File: src/rtl/cordic_sincos_loader.sv
// cordic_sincos_loader
// Upstream stage of the 3x3 Givens rotation Q-matrix builder. A set of three
// Q4.12 angles is latched on go. Each angle is range-limited to +/-pi/2, and
// an iterative rotation-mode CORDIC turns it into a sin/cos pair. Each pair
// is written to the Q-matrix block through its load/addr port. After the
// third pair, that block's start input is pulsed.
//
// Ports:
//   clk           rising-edge clock
//   rst_n         asynchronous active-low reset
//   go            request to process a new angle set (sampled in IDLE only)
//   theta0..2     signed angles, radians, Q4.12
//   sin, cos      registered signed results, Q4.12
//   addr          angle index 0..2 of the current load
//   load          one-cycle write strobe for sin/cos/addr
//   start         one-cycle strobe after all three loads
//   busy          high while a set is in progress
//   err           sticky saturation flag, cleared on the next accepted go
module cordic_sincos_loader #(
  parameter int STG  = 12,
  parameter int SIZE = 16,
  parameter int INT  = 4,
  parameter int FRAC = 12
) (
  input  logic                   clk,
  input  logic                   rst_n,
  input  logic                   go,
  input  logic signed [SIZE-1:0] theta0,
  input  logic signed [SIZE-1:0] theta1,
  input  logic signed [SIZE-1:0] theta2,
  output logic signed [SIZE-1:0] sin,
  output logic signed [SIZE-1:0] cos,
  output logic [1:0]             addr,
  output logic                   load,
  output logic                   start,
  output logic                   busy,
  output logic                   err
);

  // The fixed-point format must describe the whole data word.
  if (INT + FRAC != SIZE) begin : g_bad_format
    $error("cordic_sincos_loader: INT + FRAC must equal SIZE");
  end

  localparam int XW = SIZE + 2;
  localparam int ZW = SIZE + 1;
  localparam int IW = $clog2(STG) + 1;

  localparam logic signed [SIZE-1:0] HALF_PI     = SIZE'(6434);
  localparam logic signed [SIZE-1:0] NEG_HALF_PI = -HALF_PI;
  // Initial x is the CORDIC gain compensation 1/1.64676 in Q4.12.
  localparam logic signed [XW-1:0]   K_INIT      = XW'(2487);
  localparam logic signed [XW-1:0]   OUT_MAX     = {{(XW-SIZE+1){1'b0}}, {(SIZE-1){1'b1}}};
  localparam logic signed [XW-1:0]   OUT_MIN     = {{(XW-SIZE+1){1'b1}}, {(SIZE-1){1'b0}}};

  typedef enum logic [2:0] {
    IDLE,
    INIT,
    ITER,
    WRITE,
    START
  } state_t;

  state_t state, state_nxt;

  logic signed [SIZE-1:0] th_q [3];
  logic signed [SIZE-1:0] th_sel;
  logic [1:0]             k;
  logic [IW-1:0]          i;
  logic signed [XW-1:0]   x, y;
  logic signed [ZW-1:0]   z;
  logic signed [XW-1:0]   x_sh, y_sh, x_nxt, y_nxt;
  logic signed [ZW-1:0]   atan_z, z_nxt;
  logic                   last_iter;

  // arctan(2^-idx) in Q4.12; entries past the listed depth contribute nothing.
  function automatic logic [SIZE-1:0] atan_lut(input logic [IW-1:0] idx);
    logic [SIZE-1:0] r;
    case (int'(idx))
      0:       r = SIZE'(3217);
      1:       r = SIZE'(1899);
      2:       r = SIZE'(1003);
      3:       r = SIZE'(509);
      4:       r = SIZE'(256);
      5:       r = SIZE'(128);
      6:       r = SIZE'(64);
      7:       r = SIZE'(32);
      8:       r = SIZE'(16);
      9:       r = SIZE'(8);
      10:      r = SIZE'(4);
      11:      r = SIZE'(2);
      default: r = '0;
    endcase
    return r;
  endfunction

  // Clamp an angle into the CORDIC convergence range of +/-pi/2.
  function automatic logic signed [SIZE-1:0] sat_angle(input logic signed [SIZE-1:0] th);
    logic signed [SIZE-1:0] r;
    if (th > HALF_PI)          r = HALF_PI;
    else if (th < NEG_HALF_PI) r = NEG_HALF_PI;
    else                       r = th;
    return r;
  endfunction

  function automatic logic out_of_range(input logic signed [SIZE-1:0] th);
    return (th > HALF_PI) || (th < NEG_HALF_PI);
  endfunction

  // Narrow the wide x/y datapath to the output width, clamping on overflow.
  function automatic logic signed [SIZE-1:0] sat_out(input logic signed [XW-1:0] v);
    logic signed [SIZE-1:0] r;
    if (v > OUT_MAX)      r = OUT_MAX[SIZE-1:0];
    else if (v < OUT_MIN) r = OUT_MIN[SIZE-1:0];
    else                  r = v[SIZE-1:0];
    return r;
  endfunction

  // One micro-rotation. The direction follows the sign of the residual angle.
  always_comb begin
    th_sel = '0;
    case (k)
      2'd0:    th_sel = th_q[0];
      2'd1:    th_sel = th_q[1];
      2'd2:    th_sel = th_q[2];
      default: th_sel = '0;
    endcase

    x_sh      = x >>> i;
    y_sh      = y >>> i;
    atan_z    = signed'({1'b0, atan_lut(i)});
    last_iter = (i == IW'(STG - 1));

    if (!z[ZW-1]) begin
      x_nxt = x - y_sh;
      y_nxt = y + x_sh;
      z_nxt = z - atan_z;
    end else begin
      x_nxt = x + y_sh;
      y_nxt = y - x_sh;
      z_nxt = z + atan_z;
    end
  end

  // State register.
  always_ff @(posedge clk or negedge rst_n) begin
    if (!rst_n) state <= IDLE;
    else        state <= state_nxt;
  end

  // Next-state logic: one INIT, STG ITER and one WRITE cycle per angle.
  always_comb begin
    state_nxt = state;
    case (state)
      IDLE:    if (go) state_nxt = INIT;
      INIT:    state_nxt = ITER;
      ITER:    if (last_iter) state_nxt = WRITE;
      WRITE:   state_nxt = (k == 2'd2) ? START : INIT;
      START:   state_nxt = IDLE;
      default: state_nxt = IDLE;
    endcase
  end

  // Datapath and output registers. The strobes and busy are registered from
  // the next state so that they line up exactly with the state they describe.
  // sin/cos are captured from the final micro-rotation, so they are already
  // valid in the cycle where load is high.
  always_ff @(posedge clk or negedge rst_n) begin
    if (!rst_n) begin
      th_q[0] <= '0;
      th_q[1] <= '0;
      th_q[2] <= '0;
      k       <= '0;
      i       <= '0;
      x       <= '0;
      y       <= '0;
      z       <= '0;
      sin     <= '0;
      cos     <= '0;
      addr    <= '0;
      load    <= 1'b0;
      start   <= 1'b0;
      busy    <= 1'b0;
      err     <= 1'b0;
    end else begin
      load  <= (state_nxt == WRITE);
      start <= (state_nxt == START);
      busy  <= (state_nxt != IDLE);

      case (state)
        IDLE: begin
          if (go) begin
            th_q[0] <= sat_angle(theta0);
            th_q[1] <= sat_angle(theta1);
            th_q[2] <= sat_angle(theta2);
            err     <= out_of_range(theta0) | out_of_range(theta1) | out_of_range(theta2);
            k       <= '0;
          end
        end
        INIT: begin
          x <= K_INIT;
          y <= '0;
          z <= {th_sel[SIZE-1], th_sel};
          i <= '0;
        end
        ITER: begin
          x <= x_nxt;
          y <= y_nxt;
          z <= z_nxt;
          i <= i + IW'(1);
          if (last_iter) begin
            cos  <= sat_out(x_nxt);
            sin  <= sat_out(y_nxt);
            addr <= k;
          end
        end
        WRITE: begin
          k <= k + 2'd1;
        end
        default: begin
        end
      endcase
    end
  end

endmodule

File: config.mk
export PLATFORM = sky130hd
export DESIGN_NAME = cordic_sincos_loader
export DESIGN_NICKNAME = d
export VERILOG_FILES = /design/src/rtl/cordic_sincos_loader.sv
export SDC_FILE = /design/constraint.sdc
export NUM_CORES = 1
export LEC_CHECK = 0
export CORE_UTILIZATION = 65
export CTS_CLUSTER_DIAMETER = 80
export DETAILED_ROUTE_END_ITERATION = 8
export HOLD_SLACK_MARGIN = 0.15
export PLACE_DENSITY = 0.95
export SLEW_MARGIN = 20
export SYNTH_ARGS = -nofsm -noshare
export SYNTH_HDL_FRONTEND = slang
export SYNTH_SLANG_ARGS = --single-unit
File: constraint.sdc
create_clock -name clk -period 13.2 [get_ports clk]
set_input_delay 2.64 -clock clk [delete_from_list [all_inputs] [get_ports clk]]
set_output_delay 2.64 -clock clk [all_outputs]
set_load 0.03 [all_outputs]
**Word-level counts from Yosys, hierarchy flattened**

Memory sizes are Yosys's and may differ from the RTL's.
Index checks and enable logic that the tools add are counted.

- Logic and storage cells: 84
- Bits in read-only memories: 192
- Memories: 1
- Bits in registers: 149
- Input port bits: 51

Memories:

| memory | words | bits a word | read ports | clocked after memory_dff | wr ports | RTL line | RTL |
|---|---|---|---|---|---|---|---|
| (no name shown) | 16 | 12 | 1 | 0 | 0 | 79 | `case (int'(idx))` |

- Multiplexer cells: 25
- Eq/ne operators: 9
- Shifts and indexed selects: 2
- Add/sub/neg operators: 8
- Reduce and logical (&&, ||, !) cells: 11
- $lt $le $gt $ge: 10
- Bitwise logic cells: 2

Operator list:

| operator | number |
|---|---|
| 2-to-1 mux 16 bit | 11 |
| case mux 18 bit (2 select lines) | 2 |
| greater-than comparator 16 x 14 -> 1 bit (second input constant) | 3 |
| less-than comparator 16 x 14 -> 1 bit (second input constant) | 3 |
| case mux 16 bit (3 select lines) | 1 |
| adder 18 bit | 2 |
| greater-than comparator 18 x 16 -> 1 bit (second input constant) | 2 |
| less-than comparator 18 x 16 -> 1 bit (second input constant) | 2 |
| 2-to-1 mux 18 bit | 2 |
| >>> shifter 18 x 5 -> 18 bit | 2 |
| subtractor 18 bit | 2 |
| case mux 17 bit (2 select lines) | 1 |
| adder 17 bit | 1 |
| 2-to-1 mux 17 bit | 1 |
| subtractor 17 bit | 1 |
| case mux 3 bit (4 select lines) | 1 |
| case mux 5 bit (2 select lines) | 1 |
| == test 3 x 2 -> 1 bit (second input constant) | 3 |
| 2-to-1 mux 3 bit | 3 |
| AND reduction 2 bit | 3 |
| adder 5 x 1 -> 5 bit (second input constant) | 1 |
| == test 5 x 4 -> 1 bit (second input constant) | 1 |
| case mux 2 bit (2 select lines) | 1 |
| nonzero test 2 bit | 2 |
| other kinds (12) | 15 |

**Longest topological paths before layout**

- Depth in word-level cells: 6
- Mapped depth: 25
- Depth with buffers taken out: 22

**Least setup slack after synthesis**

Ideal clock, no wire load.

- Path kind: register -> register
- Start point: reg i[0]
- End point: reg cos[10]
- Clock period less this slack: 4,881 ps
- Buffers on the path: 4
- Library setup time: 77 ps
- Path slack: 8,319 ps
- Data arrival time: 4,804 ps
- Data required time: 13,123 ps
- Cell stages (with the launch flop): 24
- Path through: dfrtp_1 buf_6 buf_12 buf_12 mux2_1 mux2i_1 o221ai_2 nor3_4 and4_4 nor2b_1 o21ai_0 and2_1 xnor2_1 ha_1 nand2_1 nor2_1 nand2_1 o21ai_1 mux2_2 o21ai_0 o21a_1 clkbuf_1 o21ai_0 a21oi_1

- Longest elaborated chain between the ends: 6
- Elaborated cells on any way between the ends: 10
- Classes of those cells: add/sub (2); order compare (2); eq/ne (1); shift (1); mux (3); reduce/logical (1)

RTL lines:

| item | RTL line | RTL |
|---|---|---|
| start, declared | 69 | `logic [IW-1:0] i;` |
| start signal, assigned | 210 | `i <= i + IW'(1);` |
| >>> shifter 18 x 5 -> 18 bit | 130 | `y_sh = y >>> i;` |
| subtractor 18 bit / adder 18 bit (equally long branches) | 135, 139 |  |
| 2-to-1 mux 18 bit | 134 | `if (!z[ZW-1]) begin` |
| less-than comparator 18 x 16 -> 1 bit | 114 | `else if (v < OUT_MIN) r = OUT_MIN[SIZE-1:0];` |
| 2-to-1 mux 16 bit | 114 |  |
| 2-to-1 mux 16 bit | 113 | `if (v > OUT_MAX) r = OUT_MAX[SIZE-1:0];` |
| end signal, assigned | 212 | `cos <= sat_out(x_nxt);` |
| end, declared | 32 | `output logic signed [SIZE-1:0] cos,` |

Parallel ways exist; a longest one is shown, timed or not.
A chain may end at the register's enable or synchronous reset.

**Worst setup path after layout**

- Start point: reg i[3]
- End point: reg cos[8]

Same word-level chain as after synthesis.

==> impl_metrics.toml <==
[global_routing]
grt_max_degree = 78
grt_overflow = 0
antenna_found_initial = 0
first_global_vias = 10800
grt_pass1_wl_um = 57700
gr-usage-all-layers = 0.386

[worst_setup_path]
cp_max_fo = 33
arrival_ns = 7.20
max_stage_delay_ns = 0.85
critPathKind = "flop to flop"
cp-end-kind = "flop"
crit_chain = "nor2_2 > nand2_1 > inv_1 > a22oi_1 > nand2_1 > a21oi_1 > ha_1 > nand3_1 > o21ai_0 > xor2_1 > ha_1 > a211oi_1 > o21ai_0 > a21oi_1 > o21ai_1 > a21o_1 > a21oi_1 > xnor3_2 > a21oi_2 > a21oi_1"
startpoint_type = "flop"
required_ns = 13.50
worst_path_max_delay_cell = "nor2_2"
path_common_cell = "a21oi_1"

[clocking]
post-cts-setup-buffer-count = 0
clockBufferDepth = 2
cts_made_buffers = 17
cts_max_level = 4
clk_pin_slew_ns = 0.07
clk_latency_ns = 0.45
cts_resized = 0
cts_tree = "done"
cts-root-buf = "clkbuf_16"
cts_hold_buffers = 0
cts.sinks = 149

[synthesis]
synth_edf_count = 0
yosys.area.top_type = "dfrtp_1"
synth_area_leaders = "dfrtp_1, ha_1, o21ai_0, a21oi_1, mux4_2"
synth-seq-area-share = 0.309
synth.net_count = 1462
synthesis.area_um2 = 12100
synthCells = 1341
yosys_register_bits = 149
syn_area_per_cell_um2 = 9.00
synthArstFlopShare = 1.00
ys_warn_count = 0
yosysTopAreaCellShare = 0.309
synth_cell_type_count = 94
synthFlopType = "dfrtp_1"

[place]
place_congestion = 0.979
port-buffer-count = 88
post-dp-hpwl_um = 25200
post_dp_cell_area_um2 = 12900
dp_cells = 1585

[floorplanning]
io_pins = 89
fp.dieH_um = 138
die_area_um2 = 19100
die_w_um = 138
core_area_um2 = 18100
rows = 49
initial_core_util = 0.667

[routing]
drt_wl_total_um = 36400
postRouteAntennaNets = 0
vias = 11500
wl_per_cell_um = 22.5
firstDrtPassIters = 9
drtIter0Drc = 1422
vias_per_cell = 7.13
drc = 8

[run_status]
violations = "DRC"
status = "finished with violations"

[job]
max-cap-violations = 0

[cells_and_area]
num_antenna_cells = 0
area_growth_syn_to_layout_pct = 11.4
final_nets = 1496
fin_cells = 1617
nFillCells = 1240
final_area_um2 = 13400
drive_gt1_frac = 0.0793

[sta]
period_share = 0.522
hold_violations = 0
tns_ns = 0
fmax_mhz = 145
clock_skew_ns = 0.0185
fin_crit_ns = 6.89
rsz0062_at_grt = "false"
max_slew.worst_pin.slew_ns = 1.09
slew_viol_final = 0
setup_viol = 0
slew_headroom = 0.276

[min_path]
min_path_type = "flop to flop"
[worst max-delay path: cells and delay by family, from the launching register on]
kind,cells,cell delay [ns]
and+or+nand+nor,4,1.51
AOI/OAI and AO/OA,11,2.46
xor gates and xnor gates,2,0.63
DFF,1,0.79
adders and majority gates,2,0.67
buffers and inverters,1,0.68
[cell families after synthesis]
logic type	after synthesis	synth area share
multiplexers	57	0.0832
XOR/XNOR	80	0.0618
buffers and inverters	121	0.0506
AND/OR/NAND/NOR	383	0.150
flip-flops	149	0.309
adder cells (fa/ha/maj)	70	0.0744
AO/OA/AOI/OAI	481	0.272
[layer usage]
layer	global-route usage	wire length, um	vias up
met5	0	0	-
met4	0.158	1240	0
met3	0.0908	4220	124
met2	0.600	16500	800
met1	0.521	14400	5505
li1	-	-	5105
[synthesized netlist by cell type, drive strengths merged, types with 18 or more instances]
master and instances:
a21o 18, a21oi 103, a22o 30, a31oi 25
buf 32, clkbuf 51, dfrtp 149, ha 67
inv 36, mux4 31, nand2 122, nand2b 24
nand3 23, nor2 123, nor2b 20, nor3 19
o21a 26, o21ai 129, xnor2 48, xor2 29
[final cells by class]
| type | count | area (um2) | share of cell area |
|---|---|---|---|
| Tap cell | 229 | 287 | 0.0213 |
| Sequential cell | 149 | 3730 | 0.277 |
| Inverter | 37 | 139 | 0.0103 |
| Multi-Input combinational cell | 1071 | 7740 | 0.575 |
| Timing Repair Buffer | 99 | 965 | 0.0717 |
| Clock buffer | 19 | 453 | 0.0337 |
| Clock inverter | 13 | 138 | 0.0102 |
[sequential cells by signal (all words and copies together) (netlist names), 3 cells and up]
register / flops
th_q: 48
x: 18
y: 18
state: 3
z: 17
sin: 16
cos: 16
i: 5
[worst paths after layout]
| kind | startpoint | endpoint | slack, ns | cells past startpoint |
|---|---|---|---|---|
| setup / recovery | i[3] | cos[8] | 6.31 | 20 |
| hold / removal | th_q[16] | th_q[16] | 0.48 | 2 |
| setup reg to reg | i[3] | cos[8] | 6.31 | 20 |
| hold reg to reg | th_q[16] | th_q[16] | 0.48 | 2 |
| max in group asynchronous | rst_n | i[0] | 9.49 | 2 |
| min in group asynchronous | rst_n | sin[9] | 2.20 | 1 |
[metrics by stage]
step	setup WS (ns)	hold WS, ns	util
floorplan	8.32	0.438	-
CTS	6.52	0.482	0.744
global placement	6.84	0.460	0.711
finish	6.31	0.479	0.744
global route	5.87	0.502	0.744
detailed placement	6.55	0.470	0.711
[cells in the final DEF, fill, tap and decap left out, types with 20 or more instances in the layout]
cell               n
clkdlybuf4s50_1   87
inv_1             35
nand3_1           23
xnor2_1           48
a21oi_1          100
dfrtp_1          147
a22o_1            29
nand2_1          122
a31oi_1           24
xor2_1            29
nand2b_1          24
nor2_1           122
nor2b_1           20
ha_1              67
mux4_2            22
o21ai_0          124
o21a_1            26
Power is left out: the tool's default activity adds up to more than one toggle a clock period on the data nets, which glitch-free logic cannot reach.
